===== src/rtl/shacc_pkg.sv =====
`default_nettype none
// ============================================================================
// Module      : shacc_pkg
// Description : Shared state encoding and default widths for shacc_ctrl.
// Revision    : 1.0 - initial release
// ============================================================================
package shacc_pkg;

    localparam int c_default_pw = 4;
    localparam int c_default_lw = 16;

    typedef enum logic [1:0] {
        IDLE = 2'd0,
        RUN  = 2'd1,
        DONE = 2'd2
    } state_t;

endpackage
`default_nettype wire


===== src/rtl/shacc_ctrl.sv =====
`default_nettype none
// ============================================================================
// Module      : shacc_ctrl
// Description : Bit-serial job sequencer driving an external shifter-
//               accumulator (MSB plane first, len beats per plane).
// Revision    : 1.0 - initial release
// ============================================================================
module shacc_ctrl
    import shacc_pkg::*;
#(
    parameter int PW = c_default_pw,
    parameter int LW = c_default_lw
) (
    input  logic          clk,
    input  logic          clr,
    input  logic          start,
    output logic          start_ready,
    input  logic [PW-1:0] prec,
    input  logic [LW-1:0] len,
    input  logic          in_valid,
    output logic          in_ready,
    input  logic          abort,
    output logic          acc_clr,
    output logic          acc_load,
    output logic          acc_acc,
    output logic          acc_sh,
    output logic          out_valid,
    input  logic          out_ready
);

    state_t        r_state;
    state_t        w_state_nxt;
    logic [PW-1:0] r_p;
    logic [PW-1:0] w_p_nxt;
    logic [PW-1:0] r_prec;
    logic [PW-1:0] w_prec_nxt;
    logic [LW-1:0] r_c;
    logic [LW-1:0] w_c_nxt;
    logic [LW-1:0] r_len;
    logic [LW-1:0] w_len_nxt;
    logic          w_first_chunk;

    always_ff @(posedge clk or posedge clr) begin
        if (clr) begin
            r_state <= IDLE;
            r_p     <= '0;
            r_c     <= '0;
            r_prec  <= '0;
            r_len   <= '0;
        end else begin
            r_state <= w_state_nxt;
            r_p     <= w_p_nxt;
            r_c     <= w_c_nxt;
            r_prec  <= w_prec_nxt;
            r_len   <= w_len_nxt;
        end
    end

    always_comb begin
        w_state_nxt   = r_state;
        w_p_nxt       = r_p;
        w_c_nxt       = r_c;
        w_prec_nxt    = r_prec;
        w_len_nxt     = r_len;
        w_first_chunk = (r_c == '0);
        start_ready   = 1'b0;
        in_ready      = 1'b0;
        acc_clr       = 1'b0;
        acc_load      = 1'b0;
        acc_acc       = 1'b0;
        acc_sh        = 1'b0;
        out_valid     = 1'b0;

        case (r_state)
            IDLE: begin
                start_ready = 1'b1;
                // Zero-sized jobs would never produce a beat, so they are dropped here.
                if (start && (prec != '0) && (len != '0)) begin
                    w_state_nxt = RUN;
                    w_p_nxt     = '0;
                    w_c_nxt     = '0;
                    w_prec_nxt  = prec;
                    w_len_nxt   = len;
                end
            end
            RUN: begin
                in_ready = 1'b1;
                if (abort) begin
                    acc_clr     = 1'b1;
                    w_state_nxt = IDLE;
                end else if (in_valid) begin
                    // First beat of each later plane shifts the running sum one bit up.
                    acc_load = (r_p == '0) && w_first_chunk;
                    acc_acc  = !((r_p == '0) && w_first_chunk);
                    acc_sh   = w_first_chunk && (r_p != '0);
                    if (r_c == r_len - LW'(1)) begin
                        w_c_nxt = '0;
                        w_p_nxt = r_p + PW'(1);
                        if (r_p == r_prec - PW'(1)) begin
                            w_state_nxt = DONE;
                        end
                    end else begin
                        w_c_nxt = r_c + LW'(1);
                    end
                end
            end
            DONE: begin
                out_valid = 1'b1;
                if (abort) begin
                    acc_clr     = 1'b1;
                    w_state_nxt = IDLE;
                end else if (out_ready) begin
                    w_state_nxt = IDLE;
                end
            end
            default: begin
                w_state_nxt = IDLE;
            end
        endcase
    end

endmodule
`default_nettype wire

===== config.mk =====
export PLATFORM = sky130hd
export DESIGN_NAME = shacc_ctrl
export DESIGN_NICKNAME = d
export VERILOG_FILES = /design/src/rtl/shacc_pkg.sv /design/src/rtl/shacc_ctrl.sv
export SDC_FILE = /design/constraint.sdc
export NUM_CORES = 1
export LEC_CHECK = 0
export CAP_MARGIN = 20
export CORE_MARGIN = 1
export CORE_UTILIZATION = 40
export DETAILED_ROUTE_END_ITERATION = 10
export SYNTH_ARGS = -nofsm -noshare
export SYNTH_HDL_FRONTEND = slang
export SYNTH_SLANG_ARGS = --single-unit

===== constraint.sdc =====
create_clock -name clk -period 3.25 [get_ports clk]
set_clock_uncertainty 0.05 [all_clocks]
set_input_delay 0.4875 -clock clk [delete_from_list [all_inputs] [get_ports clk]]
set_output_delay 0.4875 -clock clk [all_outputs]
set_load 0.005 [all_outputs]

==> summary.md <==
| Metric | Value |
|---|---|
| Worst EP required | 3.37 ns |
| Area grow syn2layout | 19.1% |
| Top FF cell, synth | dfrtp_1 |
| Hpwl dp | 4.58 mm |
| Filler cells | 649 |
| Crit-path max FO | 7 |
| Max-slew headroom | 63.7% |
| Vias in the first global route | 2189 |
| Buf+Inv Stages, Crit Path | 2 |
| Core area | 6790 um2 |
| # IOs | 33 |
| Max-cap viol count | 0 |
| Die width | 85.7 um |
| Sequential-to-total area share from yosys stat | 37.6% |
| Worst path slowest cell | dfrtp_1 |
| FF+latch count, synth | 42 |
| Final Setup Violations | 0 |
| Total Power | 0.00254 W |
| R2R setup slack | 0.34 ns |
| Congestion Overflow GR | 0 |
| Reg2Reg Depth | 10 |
| RSZ-0062 raised after global routing | no |
| Pin count of the biggest net entering global routing | 43 |
| Worst Max-Slew Pin Slew | 0.545 ns |
| H-tree levels | 2 |
| Crit path time final | 2.91 ns |
| Crit path top cell by count | o31ai_1 |
| Site Rows | 30 |
| Synth Net Count | 330 |
| Number of detailed-route iterations in the first pass | 7 |
| Hold Violations, Final | 0 |
| Post-Syn Area per Cell | 9.49 um2 |
| Post-CTS setup buffer count | 0 |
| Worst skew pair latency | 0.30 ns |
| Number of distinct library cells after synthesis | 56 |
| EDFF count, synth | 0 |
| Synth warn | 0 |
| Crit end category | flop |
| Peak supply drop | 0.392 mV |
| Fin nets | 359 |
| CP max stage delay | 0.44 ns |
| Worst R2R Start | r_len[0] |
| Total track usage | 17.9% |
| Die span in y | 85.7 um |
| Final worst path period share | 89.7% |
| Max-slew violation count | 0 |
| Initial cell density of the core | 41.2% |
| Failing checks | design-rule violations |
| First-pass GRT wire length | 10.4 mm |
| Crit-path leading delay family | simple AND/OR/NAND/NOR gates |
| # diodes | 0 |
| Antenna Nets Post-Route | 0 |
| # hold bufs at CTS | 0 |
| Clock-pin slew on the worst setup and hold paths | 0.08 ns |
| FF-to-FF End | r_c[5] |
| Min-Delay Path Class | flop to flop |
| CTS tree | yes |
| Routability cong. | 0.793 |
| Num CTS Buffers | 5 |
| Clock sinks | 42 |
| DR vias | 2238 |
| Pwr/cell area | 761 nW/um2 |
| Worst-path cell chain | inv_1, ha_1, nor4b_2, nand2_1, o31ai_1, nand3_1, nor3_4, buf_4, a2bb2oi_1, o31ai_1 |
| CP endpoint | r_c[5] |
| Initial drt markers | 110 |
| Mapped Cells | 295 |
| Post-cts sizing count | 0 |
| Crit path DAT | 3.04 ns |
| Crit path depth | 10 |
| Die ar. | 7340 um2 |
| Post-Route WL | 6.12 mm |
| # DRC | 2 |
| Crit path kind | flop to flop |
| Routed wire per std cell | 14.6 um |
| Synth async-reset ratio | 100% |
| Initial antenna violation count | 0 |
| CTS Buffer Depth | 2 |
| Setup_tns | 0 ns |
| Synth Cell Area | 2800 um2 |
| Max Fclk | 0.343 GHz |
| Share of cells above drive strength 1 | 13.6% |
| Vias per cell | 5.33 |
| Status | complete, but fails checks |
| Leak Pwr | 1.32 nW |
| Crit path from | r_len[0] |
| Clk root buf | clkbuf_8 |
| I/O Buffers | 32 |
| Setup crit start kind | flop |
cells by family (layout without fill, tap and decap cells):
kind of cell | Yosys count | after routing | share of synthesized area (%)
simple gates | 111 | 111 | 22.2
flops | 42 | 42 | 37.6
compound gates | 41 | 41 | 10.7
xor+xnor | 35 | 35 | 11.0
buf+inv | 33 | 62 | 5.10
mux | 24 | 24 | 9.48
fa+ha+maj | 9 | 9 | 4.02
through the flow:
stage	hold slack [ns]	util, %	instance area [um2]	setup WS [ns]	std cells
after CTS	0.483	49.0	3330	0.239	420
after global routing	0.526	49.1	3330	0.0513	420
after global placement	0.460	47.3	3210	0.360	413
final	0.478	49.1	3330	0.336	420
after floorplan	0.450	-	2800	0.855	295
after detailed placement	0.465	47.3	3210	0.272	413
power breakdown:
group	switching (W)	internal (W)	total [W]
Sequential	0.000268	0.000692	0.000960
Clock	0.000184	0.000246	0.000430
Combinational	0.000544	0.000604	0.00115
worst register-to-register path: stages, from the launching register on:
cell       delay [ns]
dfrtp_1          0.44
inv_1            0.08
ha_1             0.21
nor4b_2          0.37
nand2_1          0.23
o31ai_1          0.29
nand3_1          0.26
nor3_4           0.39
buf_4            0.21
a2bb2oi_1        0.17
o31ai_1          0.08
worst min-delay path by stage:
stage | startpoint | to | cells past startpoint
floorplan | r_len[15] | r_len[15] | 1
global placement | r_len[15] | r_len[15] | 1
detailed placement | r_len[15] | r_len[15] | 1
CTS | r_len[15] | r_len[15] | 1
global route | r_prec[1] | r_prec[1] | 1
finish | r_len[15] | r_len[15] | 1
final cells by class:
type                            instances  area (um2)  area share [%]
Tap cell                               96         120            3.60
Timing Repair Buffer                   37         370            11.1
Sequential cell                        42        1050            31.5
Clock buffer                            6        82.6            2.48
Multi-Input combinational cell        220        1610            48.3
Clock inverter                          1        30.0           0.901
Inverter                               18        67.6            2.03
cells in the mapped netlist, types with 2 or more instances:
| cell | count | area [um2] |
|---|---|---|
| a21oi_1 | 6 | 30.0 |
| a31oi_1 | 4 | 25.0 |
| a41o_1 | 2 | 20.0 |
| and3_1 | 4 | 25.0 |
| buf_6 | 2 | 22.5 |
| clkbuf_1 | 11 | 41.3 |
| dfrtp_1 | 42 | 1050 |
| ha_1 | 9 | 113 |
| inv_1 | 17 | 63.8 |
| mux2_2 | 20 | 225 |
| mux2i_1 | 4 | 40.0 |
| nand2_1 | 14 | 52.6 |
| nand2b_1 | 2 | 12.5 |
| nand3_1 | 13 | 65.1 |
| nand4_1 | 11 | 68.8 |
| nor2_1 | 24 | 90.1 |
| nor2b_1 | 2 | 12.5 |
| nor3_1 | 14 | 70.1 |
| nor3_2 | 2 | 20.0 |
| nor3b_1 | 2 | 15.0 |
| nor4_1 | 8 | 50.1 |
| nor4b_2 | 2 | 30.0 |
| o211ai_1 | 2 | 15.0 |
| o21ai_0 | 5 | 25.0 |
| o21ai_1 | 2 | 10.0 |
| o2bb2ai_1 | 2 | 17.5 |
| o31ai_1 | 5 | 37.5 |
| or3_1 | 2 | 12.5 |
| or4_1 | 2 | 15.0 |
| xnor2_1 | 30 | 263 |
| xor2_1 | 5 | 43.8 |
flip-flops by register name (all words and copies together) (netlist names):
signal and flops:
r_len 16, r_c 16, r_prec 4, r_state 2, r_p 4
cells in the final DEF (no fill, tap or decap), drive strengths merged, types with 2 or more instances in the layout:
master         instances
nor2b                  2
buf                    5
nor3b                  2
nor3                  16
mux2                  20
nand3                 13
nand4                 11
a21oi                  7
mux2i                  4
dfrtp                 42
clkbuf                 6
and3                   4
ha                     9
xor2                   5
a31oi                  4
nand2b                 2
o21ai                  7
nand2                 14
or4                    3
xnor2                 30
or3                    2
a41o                   2
clkdlybuf4s50         32
nor2                  26
o211ai                 2
o31ai                  5
nor4b                  3
o2bb2ai                2
nor4                   9
inv                   17
layer usage:
layer	share of wire, %	track usage (%)	up-vias
met5	0	0	-
met4	1.1	4.09	0
li1	-	-	1108
met1	48	25.5	1080
met3	3.8	3.18	6
met2	47	28.3	44
(Power assumes the default switching activity.)
